File: src/rtl/uart_rx_ram_loader_if.sv
// RAM write port between the UART loader (master) and a 64x16 RAM (slave).
// Handshake: wr_en is a one-cycle valid strobe qualifying wr_addr/wr_data; there is no ready, the RAM accepts every write.
interface uart_rx_ram_loader_if;
    logic        wr_en;
    logic [5:0]  wr_addr;
    logic [15:0] wr_data;

    modport master (output wr_en, output wr_addr, output wr_data);
    modport slave  (input  wr_en, input  wr_addr, input  wr_data);
endinterface

File: src/rtl/uart_rx_ram_loader.sv
// 8N1 UART receiver that packs byte pairs (high byte first) into 16-bit words
// and writes them to consecutive RAM addresses until WORD_COUNT words are loaded.
module uart_rx_ram_loader #(
    parameter int CLKS_PER_BIT = 5208,
    parameter int WORD_COUNT   = 64
) (
    input  logic                        clk,
    input  logic                        reset,
    input  logic                        uart_rx,
    input  logic                        load_en,
    uart_rx_ram_loader_if.master        ram,
    output logic                        load_done,
    output logic                        frame_err,
    output logic [1:0]                  state_dbg   // 0 idle, 1 start, 2 data, 3 stop
);

    typedef enum logic [1:0] {IDLE = 2'd0, START = 2'd1, DATA = 2'd2, STOP = 2'd3} state_t;

    localparam int             TW        = $clog2(CLKS_PER_BIT + 1);
    localparam logic [TW-1:0]  FULL_M1   = TW'(CLKS_PER_BIT - 1);
    localparam logic [TW-1:0]  HALF_M1   = TW'((CLKS_PER_BIT / 2 > 0) ? CLKS_PER_BIT / 2 - 1 : 0);
    localparam logic [5:0]     LAST_ADDR = 6'(WORD_COUNT - 1);

    state_t        state;
    logic [TW-1:0] timer;
    logic [2:0]    bit_idx;
    logic [7:0]    shreg;
    logic [7:0]    hi_byte;
    logic          phase_low;
    logic          rx_meta, rx_sync, rx_prev;
    logic [5:0]    addr;
    logic          wr_en_r;
    logic [15:0]   wr_data_r;
    logic          done_r;
    logic          ferr_r;

    always_ff @(posedge clk) begin
        if (reset) begin
            state     <= IDLE;
            timer     <= '0;
            bit_idx   <= '0;
            shreg     <= '0;
            hi_byte   <= '0;
            phase_low <= 1'b0;
            rx_meta   <= 1'b1;
            rx_sync   <= 1'b1;
            rx_prev   <= 1'b1;
            addr      <= '0;
            wr_en_r   <= 1'b0;
            wr_data_r <= '0;
            done_r    <= 1'b0;
            ferr_r    <= 1'b0;
        end else begin
            rx_meta <= uart_rx;
            rx_sync <= rx_meta;
            rx_prev <= rx_sync;
            wr_en_r <= 1'b0;

            // Address advances the cycle after each strobe; the final word latches done instead.
            if (wr_en_r) begin
                if (addr == LAST_ADDR) done_r <= 1'b1;
                else                   addr   <= addr + 6'd1;
            end

            if (state != IDLE && !load_en) begin
                state     <= IDLE;
                timer     <= '0;
                bit_idx   <= '0;
                phase_low <= 1'b0;
            end else begin
                case (state)
                    IDLE: begin
                        timer   <= '0;
                        bit_idx <= '0;
                        if (load_en && !done_r && rx_prev && !rx_sync) state <= START;
                    end
                    START: begin
                        if (timer == HALF_M1) begin
                            timer <= '0;
                            state <= rx_sync ? IDLE : DATA;
                        end else begin
                            timer <= timer + 1'b1;
                        end
                    end
                    DATA: begin
                        if (timer == FULL_M1) begin
                            timer   <= '0;
                            shreg   <= {rx_sync, shreg[7:1]};
                            bit_idx <= bit_idx + 3'd1;
                            if (bit_idx == 3'd7) state <= STOP;
                        end else begin
                            timer <= timer + 1'b1;
                        end
                    end
                    STOP: begin
                        if (timer == FULL_M1) begin
                            timer <= '0;
                            state <= IDLE;
                            if (!rx_sync) begin
                                ferr_r    <= 1'b1;
                                phase_low <= 1'b0;
                            end else if (!phase_low) begin
                                hi_byte   <= shreg;
                                phase_low <= 1'b1;
                            end else begin
                                wr_data_r <= {hi_byte, shreg};
                                wr_en_r   <= 1'b1;
                                phase_low <= 1'b0;
                            end
                        end else begin
                            timer <= timer + 1'b1;
                        end
                    end
                    default: state <= IDLE;
                endcase
            end
        end
    end

    assign ram.wr_en   = wr_en_r;
    assign ram.wr_addr = addr;
    assign ram.wr_data = wr_data_r;
    assign load_done   = done_r;
    assign frame_err   = ferr_r;
    assign state_dbg   = state;

endmodule

File: src/flat_wrapper.sv
// flat-port wrapper written by rule: the top's interface ports become plain ports
module uart_rx_ram_loader_flat 
#(
    parameter int CLKS_PER_BIT = 5208,
    parameter int WORD_COUNT   = 64
)
  (clk, reset, uart_rx, load_en, load_done, frame_err, state_dbg, ram_wr_en, ram_wr_addr, ram_wr_data);
  uart_rx_ram_loader_if ram_i ();
  input  logic clk;
  input  logic reset;
  input  logic uart_rx;
  input  logic load_en;
  output logic load_done;
  output logic frame_err;
  output logic [1:0] state_dbg;
  output wire logic [$bits(ram_i.wr_en)-1:0] ram_wr_en;
  output wire logic [$bits(ram_i.wr_addr)-1:0] ram_wr_addr;
  output wire logic [$bits(ram_i.wr_data)-1:0] ram_wr_data;
  assign ram_wr_en = ram_i.wr_en;
  assign ram_wr_addr = ram_i.wr_addr;
  assign ram_wr_data = ram_i.wr_data;
  uart_rx_ram_loader #(.CLKS_PER_BIT(CLKS_PER_BIT), .WORD_COUNT(WORD_COUNT)) u_core (.clk(clk), .reset(reset), .uart_rx(uart_rx), .load_en(load_en), .ram(ram_i), .load_done(load_done), .frame_err(frame_err), .state_dbg(state_dbg));
endmodule
File: config.mk
export PLATFORM = sky130hd
export DESIGN_NAME = uart_rx_ram_loader_flat
export DESIGN_NICKNAME = d
export VERILOG_FILES = /design/src/rtl/uart_rx_ram_loader_if.sv /design/src/rtl/uart_rx_ram_loader.sv /design/src/flat_wrapper.sv
export SDC_FILE = /design/constraint.sdc
export NUM_CORES = 1
export LEC_CHECK = 0
export ABC_AREA = 1
export CAP_MARGIN = 10
export CELL_PAD_IN_SITES_DETAIL_PLACEMENT = 1
export CELL_PAD_IN_SITES_GLOBAL_PLACEMENT = 1
export CORE_ASPECT_RATIO = 0.6
export CORE_MARGIN = 4
export CORE_UTILIZATION = 40
export CTS_CLUSTER_SIZE = 20
export DETAILED_ROUTE_END_ITERATION = 10
export GPL_TIMING_DRIVEN = 0
export HOLD_SLACK_MARGIN = 0.06
export PLACE_DENSITY_LB_ADDON = 0.1
export SLEW_MARGIN = 20
export SYNTH_ARGS = -nofsm -noshare
export SYNTH_HDL_FRONTEND = slang
export SYNTH_SLANG_ARGS = --single-unit
File: constraint.sdc
create_clock -name clk -period 2.45 [get_ports clk]
set_clock_uncertainty 0.2 [all_clocks]
set_input_delay 0.3675 -clock clk [delete_from_list [all_inputs] [get_ports clk]]
set_output_delay 0.3675 -clock clk [all_outputs]
set_load 0.05 [all_outputs]
After elaboration in Yosys (flattened, before gate mapping)
Index checks and enable logic that the tools add are counted.

operators by class
  $add $sub $neg = 3
  equal/unequal tests = 12
  muxes and demuxes = 15
  bitwise operators = 6
  reductions and logical operators = 22

operators with widths
  kind                                              count
  one-hot mux 13 bit (3 select lines)               1
  two-way mux 13 bit                                2
  AND reduction 5 bit                               3
  adder 13 x 1 -> 13 bit (second input constant)    1
  == test 13 x 12 -> 1 bit (second input constant)  1
  == test 13 bit (second input constant)            1
  two-way mux 2 bit                                 6
  != test 2 x 1 -> 1 bit (second input constant)    5
  one-hot mux 2 bit (4 select lines)                1
  AND reduction 2 bit                               4
  adder 6 x 1 -> 6 bit (second input constant)      1
  == test 6 bit (second input constant)             1
  NOT 1 bit                                         6
  one-hot mux 3 bit (2 select lines)                1
  OR reduction 5 bit                                1
  == test 2 bit (second input constant)             2
  logical AND 1 bit                                 4
  AND reduction 4 bit                               1
  nonzero test 2 bit                                2
  OR reduction 2 bit                                2
  adder 3 x 1 -> 3 bit (second input constant)      1
  == test 3 bit (second input constant)             1
  zero test 1 bit                                   3
  two-way mux 1 bit                                 3
  other kinds (4)                                   4

storage, ports and cells
  register bits after elaboration = 63
  bits of input ports = 4
  output and inout port bits = 27
  logic and storage cells = 72

Depth between registers and ports, before layout
  depth after elaboration = 6
  mapped depth = 10
  mapped depth without buffers = 9

Worst setup path before layout
OpenSTA, ideal clock, no wires.

  path kind = reg-to-reg
  from = reg with a tool-made name
  to = reg u_core.wr_data_r[1], in the netlist u_core.ram.wr_data[1]
  library setup time = 116 ps
  arrival time = 1638 ps
  required time = 2134 ps
  setup slack = 496 ps
  cell stages (with the launch flop) = 7
  path buffers = 1
  clock period less this slack = 1954 ps
  cells stage by stage = dfxtp_1 nand2_1 nor2_4 nand3_4 buf_6 o21ai_0 nor2_1

RTL lines
  item                    RTL line                   text
  end signal: assignment  uart_rx_ram_loader.sv:106  wr_data_r <= {hi_byte, shreg};
  end: declaration        uart_rx_ram_loader.sv:33   logic [15:0] wr_data_r;

==> results_dict.tcl <==
set metrics [dict create \
    start_util_pct 42.07 \
    critical-path-max-stage-delay_ns 0.87 \
    drive_above_1_share_pct 8.696 \
    setup-tns-final_ns 0 \
    drc 0 \
    crit_fanout 8 \
    synth.most_common_cell "nor2_1" \
    path_buf_inv 1 \
    dpl_cell_area_mm2 0.003034 \
    cts_tree "yes" \
    crit_arrival_ns 1.68 \
    status "finished, final reports clean" \
    vias 2413 \
    wl_mm 6.931 \
    worstRegToRegCells 9 \
    clkTransAtPathRegs_ns 0.07 \
    slew_viol_final 0 \
    cts_inserted_buffers 9 \
    swShare_pct 23.79 \
    synth-seq-cells 63 \
    worst_pin_slew_ns 0.8066 \
    rsz0062_at_grt "false" \
    wire_per_inst_um 14.59 \
    min_path_cells 1 \
    drtAntennaViolNets 0 \
    grt_pass1_vias 2413 \
    setup-violations-final 0 \
    relSlewSlack_pct 45.81 \
    grt_overflow 0 \
    nNetsFinal 395 \
    hpwlAfterDp_mm 5.212 \
    post_cts_resized 0 \
    die_w_um 112.7 \
    crit_family "buffers and inverters" \
    synth_edf_count 0 \
    insertion_delay_ns 0.34 \
    grt_util_all_layers_pct 18.68 \
    critPathSlowestCell "clkdlybuf4s50_1" \
    comb_power_share_pct 5.9 \
    cp.depth 1 \
    period_needed_ns 2.252 \
    pre_cts_ws_ns 0.1126 \
    root_buffer "clkbuf_8" \
    ctsHoldBuffers 0 \
    hp-class "flip-flop to flip-flop" \
    place.gp.congestion 0.8060 \
    die_h_um 70.80 \
    path_class "flip-flop to primary output" \
    drtIter0Drc 116 \
    final_cell_area_mm2 0.003231 \
    diodes 0 \
    grt_max_degree 11 \
    finalHoldViolations 0 \
    cts_sinks 63 \
    ys_warn_count 0 \
    synth_common_cells "nor2_1 (66), dfxtp_1 (63), nand2_1 (53), inv_1 (33), o21ai_0 (31)" \
    grt_pass1_wl_mm 11.82 \
    yosysSeqAreaShare_pct 47.98 \
    clock.fmax_mhz 444.0 \
    clock_path_buffers 2 \
    synth_area_leaders "dfxtp_1 (48%), nor2_1 (9.4%), nand2_1 (7.6%), o21ai_0 (5.9%), a21oi_1 (5.7%)" \
    worst_ep_required_time_ns 1.88 \
    first_pass_iters 5 \
    yosysTopAreaCell "dfxtp_1" \
    power-per-cell-area_mw_per_mm2 641.7 \
    antenna_found_initial 0 \
    area_growth_pct 22.89 \
    hold_ws_ns 0.2100 \
    max_cap_viol_count 0 \
    switching_power_uw 493.3 \
    finalNonFillerCells 475 \
    pwr-share-clk_pct 43.8 \
    port_buffers 30 \
    synthCells 346 \
    synthFlopType "dfxtp_1" \
    worstPathCellList "clkdlybuf4s50_1" \
    core_area_mm2 0.006248 \
    io_pins 31 \
    intPower_uw 1580 \
    fin_crit_sh_pct 91.93 \
    rows 22 \
    synth.distinct_cells 29 \
    cts_setup_buffers 0 \
    post_drt_via_cell_ratio 5.080 \
    ir_drop_mv 0.3146 \
    p_leak_uw 0.001166 \
    netlist.area_leader.share_pct 47.98 \
    syn-num-nets 354 \
    cts_max_level 3 \
    placed_cells 460 \
    synthArstFlopShare_pct 0 \
    dieArea_mm2 0.007975 \
    cp-start-kind "flip-flop" \
    endpoint_kind "primary output" \
    synthesis.area_mm2 0.002629 \
    avgSynthCellArea_um2 7.598 \
    seqPwrFrac_pct 50.3 \
    layout_setup_ws_ns 0.1977 \
]
-- logic make-up after synthesis --
| group | count (synthesis) | share of synthesized area, % |
|---|---|---|
| AOI/OAI and AO/OA | 68 | 13.18 |
| adders and majority gates | 4 | 1.904 |
| buffers and inverters | 44 | 7.710 |
| xor gates and xnor gates | 4 | 1.333 |
| DFF | 63 | 47.98 |
| and+or+nand+nor | 163 | 27.89 |
-- area by class of cell --
type / instances / area [um^2]
fill: 808 / 3018
sequential: 63 / 1261
multi-input combinational: 239 / 1165
timing repair buffer: 30 / 300.3
clock buffer: 11 / 151.4
inverter: 35 / 136.4
tap: 84 / 105.1
buffer: 9 / 66.31
clock inverter: 4 / 45.04
-- power groups by stage --
stage | clock (uW) | sequential, uW | combinational, uW
3_5_place_dp | 0 | 1060 | 121
2_1_floorplan | 0 | 1080 | 67.8
5_1_grt | 978 | 1040 | 138
3_3_place_gp | 0 | 1060 | 119
6_report | 908 | 1040 | 123
4_1_cts | 934 | 1040 | 122
-- worst paths after layout --
kind                                 to  slack, ns                       start
max                        state_dbg[1]       0.20                   flip-flop
max reg2reg  u_core.timer[6]$_SDFF_PP0_       0.25  u_core.timer[0]$_SDFF_PP0_
min reg2reg   u_core.rx_sync$_SDFF_PP1_       0.21   u_core.rx_meta$_SDFF_PP1_
min           u_core.rx_sync$_SDFF_PP1_       0.21   u_core.rx_meta$_SDFF_PP1_
-- flip-flops by register name, summed over array words and instances, names as in the netlist, named ones only --
| signal | count |
|---|---|
| u_core.ram.wr_data | 16 |
| u_core.timer | 13 |
| u_core.hi_byte | 8 |
| u_core.shreg | 8 |
| u_core.ram.wr_addr | 6 |
| u_core.bit_idx | 3 |
| u_core.frame_err | 1 |
| u_core.load_done | 1 |
| u_core.phase_low | 1 |
| u_core.ram.wr_en | 1 |
| u_core.rx_meta | 1 |
| u_core.rx_prev | 1 |
| u_core.rx_sync | 1 |
| u_core.state_dbg | 1 |
-- layout by cell type, fill, tap and decap left out, types with 2 or more instances in the layout --
master / n
clkdlybuf4s50_1: 30
clkbuf_8: 11
xor2_1: 4
nor3_1: 5
clkinv_2: 3
o21ai_0: 31
inv_1: 33
buf_6: 2
nor3b_1: 2
nor3_2: 2
nand2_1: 53
a31oi_1: 3
dfxtp_1: 63
o21ai_1: 3
or2_2: 3
ha_1: 4
clkbuf_1: 4
nand3_1: 10
nor2_2: 4
nand4_1: 14
nor2_1: 66
a21oi_1: 30
-- routing by layer --
layer / global-route usage, % / up-vias / share of wire, %
met2: 25.85 / 52 / 40
met5: 0 / - / 0
met4: 4.400 / 0 / 0.66
met1: 28.15 / 1141 / 54
met3: 5.641 / 5 / 5.0
li1: - / 1215 / -
-- per-stage QoR --
| step | power [uW] | utilization (%) |
|---|---|---|
| 2_1_floorplan | 1143 | - |
| 3_3_place_gp | 1183 | 48.56 |
| 3_5_place_dp | 1185 | 48.56 |
| 4_1_cts | 2097 | 51.70 |
| 5_1_grt | 2158 | 51.70 |
| 6_report | 2073 | 51.70 |
No activity file was read; power rests on OpenSTA's default activity.
==> edit 1 (same flow settings) <==
`CLKS_PER_BIT` is set to 5208 in 2 places; all go to 1302.
--- a/src/rtl/uart_rx_ram_loader.sv
+++ b/src/rtl/uart_rx_ram_loader.sv
@@ -1,7 +1,7 @@
 // 8N1 UART receiver that packs byte pairs (high byte first) into 16-bit words
 // and writes them to consecutive RAM addresses until WORD_COUNT words are loaded.
 module uart_rx_ram_loader #(
-    parameter int CLKS_PER_BIT = 5208,
+    parameter int CLKS_PER_BIT = 1302,
     parameter int WORD_COUNT   = 64
 ) (
     input  logic                        clk,
--- a/src/flat_wrapper.sv
+++ b/src/flat_wrapper.sv
@@ -1,7 +1,7 @@
 // flat-port wrapper written by rule: the top's interface ports become plain ports
 module uart_rx_ram_loader_flat 
 #(
-    parameter int CLKS_PER_BIT = 5208,
+    parameter int CLKS_PER_BIT = 1302,
     parameter int WORD_COUNT   = 64
 )
   (clk, reset, uart_rx, load_en, load_done, frame_err, state_dbg, ram_wr_en, ram_wr_addr, ram_wr_data);
Function: same outputs for any inputs over 10 cycles, from zero or initial values and one cycle with reset high; that may be too few to reach the edited logic, so the function may still have changed.
==> edit 1 against the original RTL <==
Sequential cell count is 2 lower; synthesized area decreased by 1.1%; sequential share of layout area down 0.93 points; register-to-register slack gained 0.13 ns; setup slack better by 0.015 ns; wire length fell by 4.3%; via count shrank 6.1%; first-iteration DRC count down 23%; power shrank 1.7%; core utilization barely moved; synthesized cell count is 5.2% lower; final area decreased by 0.81%; count of clock-buffer cells in the layout unchanged.
==> edit 1: results (changes against the original RTL) <==
status=completed (unchanged); Max-slew headroom=65.32% (was 45.81%); Synth area leaders=dfxtp_1 (47%), nor2_1 (8.2%), nand2_1 (5.6%) (was dfxtp_1 (48%), nor2_1 (9.4%), nand2_1 (7.6%)); vias in the first global route=2238 (was 2413); Port Buf Inserts=30 (unchanged); Post-CTS Setup Bufs=0 (unchanged); yosys warns=0 (unchanged); Placed Cells incl. Taps=442 (was 460); drt total wl=6632 um (was 6931 um); Post-DP HPWL=5003 um (was 5212 um); clock root buffer=clkbuf_8 (unchanged); Cells after Synth=328 (was 346); final setup fails=0 (unchanged); Global Route Usage Sum=18.12% (was 18.68%); Critical Path AT=1.67 ns; synth cell count leaders=dfxtp_1 (61), nor2_1 (57), nand2_1 (39), a21oi_1 (28), inv_1 (25) (was nor2_1 (66), dfxtp_1 (63), nand2_1 (53), inv_1 (33), o21ai_0 (31)); Worst-Skew Late Latency=0.33 ns; largest net degree at the start of global routing=11 (unchanged); static leakage=1.127 nW (was 1.166 nW); EDFF count, synth=0 (unchanged); drt initial violations=89 (was 116); Vias=2265 (was 2413); fin nets=379 (was 395); gpl congestion=0.8002 (was 0.8060); Largest register FFs=16 (unchanged); first-pass GRT wire length=11230 um (was 11820 um); Place WS=0.3296 ns (was 0.1126 ns); Max Fanout on Critical Path=6 (was 8); initial antenna violation count=0 (unchanged); synth unique cells=33 (was 29); antenna cells=0 (unchanged); Post-CTS Resized=0 (unchanged); share of layout cells above drive strength 1=13.14% (was 8.696%); Max rail drop VDD=0.2834 mV (was 0.3146 mV); syn_nets=338 (was 354); sequential area share after synthesis=46.97% (was 47.98%); CTS Buf Count=9 (unchanged); drt pass-1 iters=4 (was 5); CTS clk-pin slew, worst paths=0.07 ns (about the same); placed cell areas=3005 um2 (was 3034 um2); Top delay family on crit path=buffers and inverters (unchanged); Avg WL per Cell=14.51 um (was 14.59 um); Worst path slowest cell=clkdlybuf4s50_1 (unchanged); Most used DFF post-synth=dfxtp_1 (unchanged)
[edit 1: cell types whose count changed after synthesis, moves of 2 or more]
cell | unedited run | this run
a21oi_1 | 30 | 28
and3_1 | 0 | 2
buf_2 | 1 | 3
dfxtp_1 | 63 | 61
ha_1 | 4 | 6
inv_1 | 33 | 25
inv_2 | 1 | 4
nand2_1 | 53 | 39
nand2_2 | 1 | 5
nor2_1 | 66 | 57
nor2_4 | 1 | 4
o21ai_0 | 31 | 18
o21ai_1 | 3 | 12
[edit 1: logic make-up after synthesis]
kind of cell	Yosys count	synth area share, %
adders and majority gates	6	2.887
and+or+nand+nor	152	28.87
AOI/OAI and AO/OA	63	12.66
DFF	61	46.97
xor gates and xnor gates	4	1.348
buffers and inverters	42	7.266
[edit 1: final timing paths]
check | start | slack (ns) | endpoint | depth (start not counted)
worst max-delay path | u_core.state_dbg[0] | 0.21 | state_dbg[0] | 1
worst min-delay path | u_core.rx_meta | 0.23 | u_core.rx_sync | 1
worst max register to register | u_core.timer[0] | 0.38 | u_core.timer[10] | 7
worst min register to register | u_core.rx_meta | 0.23 | u_core.rx_sync | 1
[edit 1: layout make-up]
cell class              count  area, um2
plain buffers              12      75.07
clock buffers              11      151.4
clock inverters             4      47.55
fillers                   760       2989
inverters                  30      113.9
multi-input cells         225       1190
flip-flops and latches     61       1221
well taps                  84      105.1
repair buffers             30      300.3
[edit 1: routing by layer]
metal | track usage [%] | up-vias | part of all wire [%]
met5 | 0 | - | 0
met4 | 6.667 | 0 | 1.6
met2 | 23.43 | 41 | 37
li1 | - | 1169 | -
met3 | 5.022 | 8 | 4.6
met1 | 27.82 | 1047 | 57
[edit 1: report_power, final]
group          switching, mW  internal [mW]  leakage, nW
logic                 0.0877         0.0381        0.534
clock network          0.384          0.516        0.101
registers             0.0122          0.999        0.492
total                  0.484           1.55         1.13
==> edit 2 (config.mk and constraints unchanged) <==
Without the edit above. Add an input register stage for `uart_rx` and `load_en`, without a reset; this delays them by one clock. The other inputs are not delayed to match.
--- a/src/rtl/uart_rx_ram_loader.sv
+++ b/src/rtl/uart_rx_ram_loader.sv
@@ -20,6 +20,14 @@
     localparam logic [TW-1:0]  FULL_M1   = TW'(CLKS_PER_BIT - 1);
     localparam logic [TW-1:0]  HALF_M1   = TW'((CLKS_PER_BIT / 2 > 0) ? CLKS_PER_BIT / 2 - 1 : 0);
     localparam logic [5:0]     LAST_ADDR = 6'(WORD_COUNT - 1);
+
+    logic uart_rx_q;
+    logic load_en_q;
+
+    always_ff @(posedge clk) begin
+        uart_rx_q <= uart_rx;
+        load_en_q <= load_en;
+    end
 
     state_t        state;
     logic [TW-1:0] timer;
@@ -51,7 +59,7 @@
             done_r    <= 1'b0;
             ferr_r    <= 1'b0;
         end else begin
-            rx_meta <= uart_rx;
+            rx_meta <= uart_rx_q;
             rx_sync <= rx_meta;
             rx_prev <= rx_sync;
             wr_en_r <= 1'b0;
@@ -62,7 +70,7 @@
                 else                   addr   <= addr + 6'd1;
             end
 
-            if (state != IDLE && !load_en) begin
+            if (state != IDLE && !load_en_q) begin
                 state     <= IDLE;
                 timer     <= '0;
                 bit_idx   <= '0;
@@ -72,7 +80,7 @@
                     IDLE: begin
                         timer   <= '0;
                         bit_idx <= '0;
-                        if (load_en && !done_r && rx_prev && !rx_sync) state <= START;
+                        if (load_en_q && !done_r && rx_prev && !rx_sync) state <= START;
                     end
                     START: begin
                         if (timer == HALF_M1) begin
Behaviour: not the same (Yosys sat finds a counterexample within 4 cycles, from zero or initial values and one cycle with reset high).
==> edit 2 against the original RTL <==
Final area increased by 6.5%; clock power increased by 20%; setup slack improved by 0.068 ns; hold slack got worse by 0.0024 ns; die area increased by 5.5%; wire length increased by 4.0%; via count increased by 3.1%; sequential cell count increased by 2; power increased by 10%; synthesized area increased by 6.0%; sequential power increased by 4%; synthesized cell count increased by 7.8%; critical path type unchanged; largest cell class unchanged; largest power group is now clock.
==> edit 2: results (changes against the original RTL) <==
status=completed (unchanged); synth unique cells=30 (was 29); first-pass GRT wire length=12330 um (was 11820 um); Global Route Usage Sum=19.18% (was 18.68%); P_clk=1.09 mW (was 908 uW); placed cell areas=3197 um2 (was 3034 um2); peak per-stage delay on the critical path=0.85 ns (was 0.87 ns); Post-Layout Cell Count=504 (was 475); Avg Inst Size Synth=7.474 um2 (was 7.598 um2); sequential area share after synthesis=46.68% (was 47.98%); vias per inst=4.937 (was 5.080); vias in the first global route=2515 (was 2413); switching pwr=510.9 uW (was 493.3 uW); Tmin final=2.184 ns (was 2.252 ns); r2r endpoint=u_core.shreg[1] (was u_core.timer[6]); static leakage=1.320 nW (was 1.166 nW); Hold Path Origin=u_core.uart_rx_q (was u_core.rx_meta); hold endpoint=u_core.rx_meta (was u_core.rx_sync); met3 routed WL=329 um (was 346 um); met1 wire length=3955 um (was 3749 um); drt pass-1 iters=4 (was 5); Placed Cells incl. Taps=490 (was 460); Finished Cell Area=3442 um2 (was 3231 um2); gpl congestion=0.8017 (was 0.8060); post-layout total power=2.288 mW (was 2.073 mW); worst slew pin tran=0.5274 ns (was 0.8066 ns)
==> edit 2: cell count changes after synthesis, sizes merged, moves of 2 or more <==
cell	before	now
xor2	4	6
o21ai	34	14
nand4	14	12
clkbuf	4	6
a31oi	3	1
o21bai	0	16
dfxtp	63	65
nand2	54	67
nor2	71	84
a21oi	30	20
inv	35	46
nand3	12	16
==> edit 2: layout make-up <==
class | count | share of cell area [%]
clock inverters | 1 | 0.1454
inverters | 46 | 5.162
clock buffers | 13 | 6.979
flip-flops and latches | 65 | 37.80
plain buffers | 10 | 2.072
well taps | 87 | 3.162
multi-input cells | 252 | 35.95
repair buffers | 30 | 8.724
==> edit 2: cells by family (layout without fill, tap and decap cells) <==
group,Yosys count,count (layout),synth area share [%]
AND/OR/NAND/NOR,191,191,30.07
XOR/XNOR,6,6,1.885
adder cells (fa/ha/maj),4,4,1.795
AO/OA/AOI/OAI,51,51,10.64
buffers and inverters,56,100,8.931
flip-flops,65,65,46.68
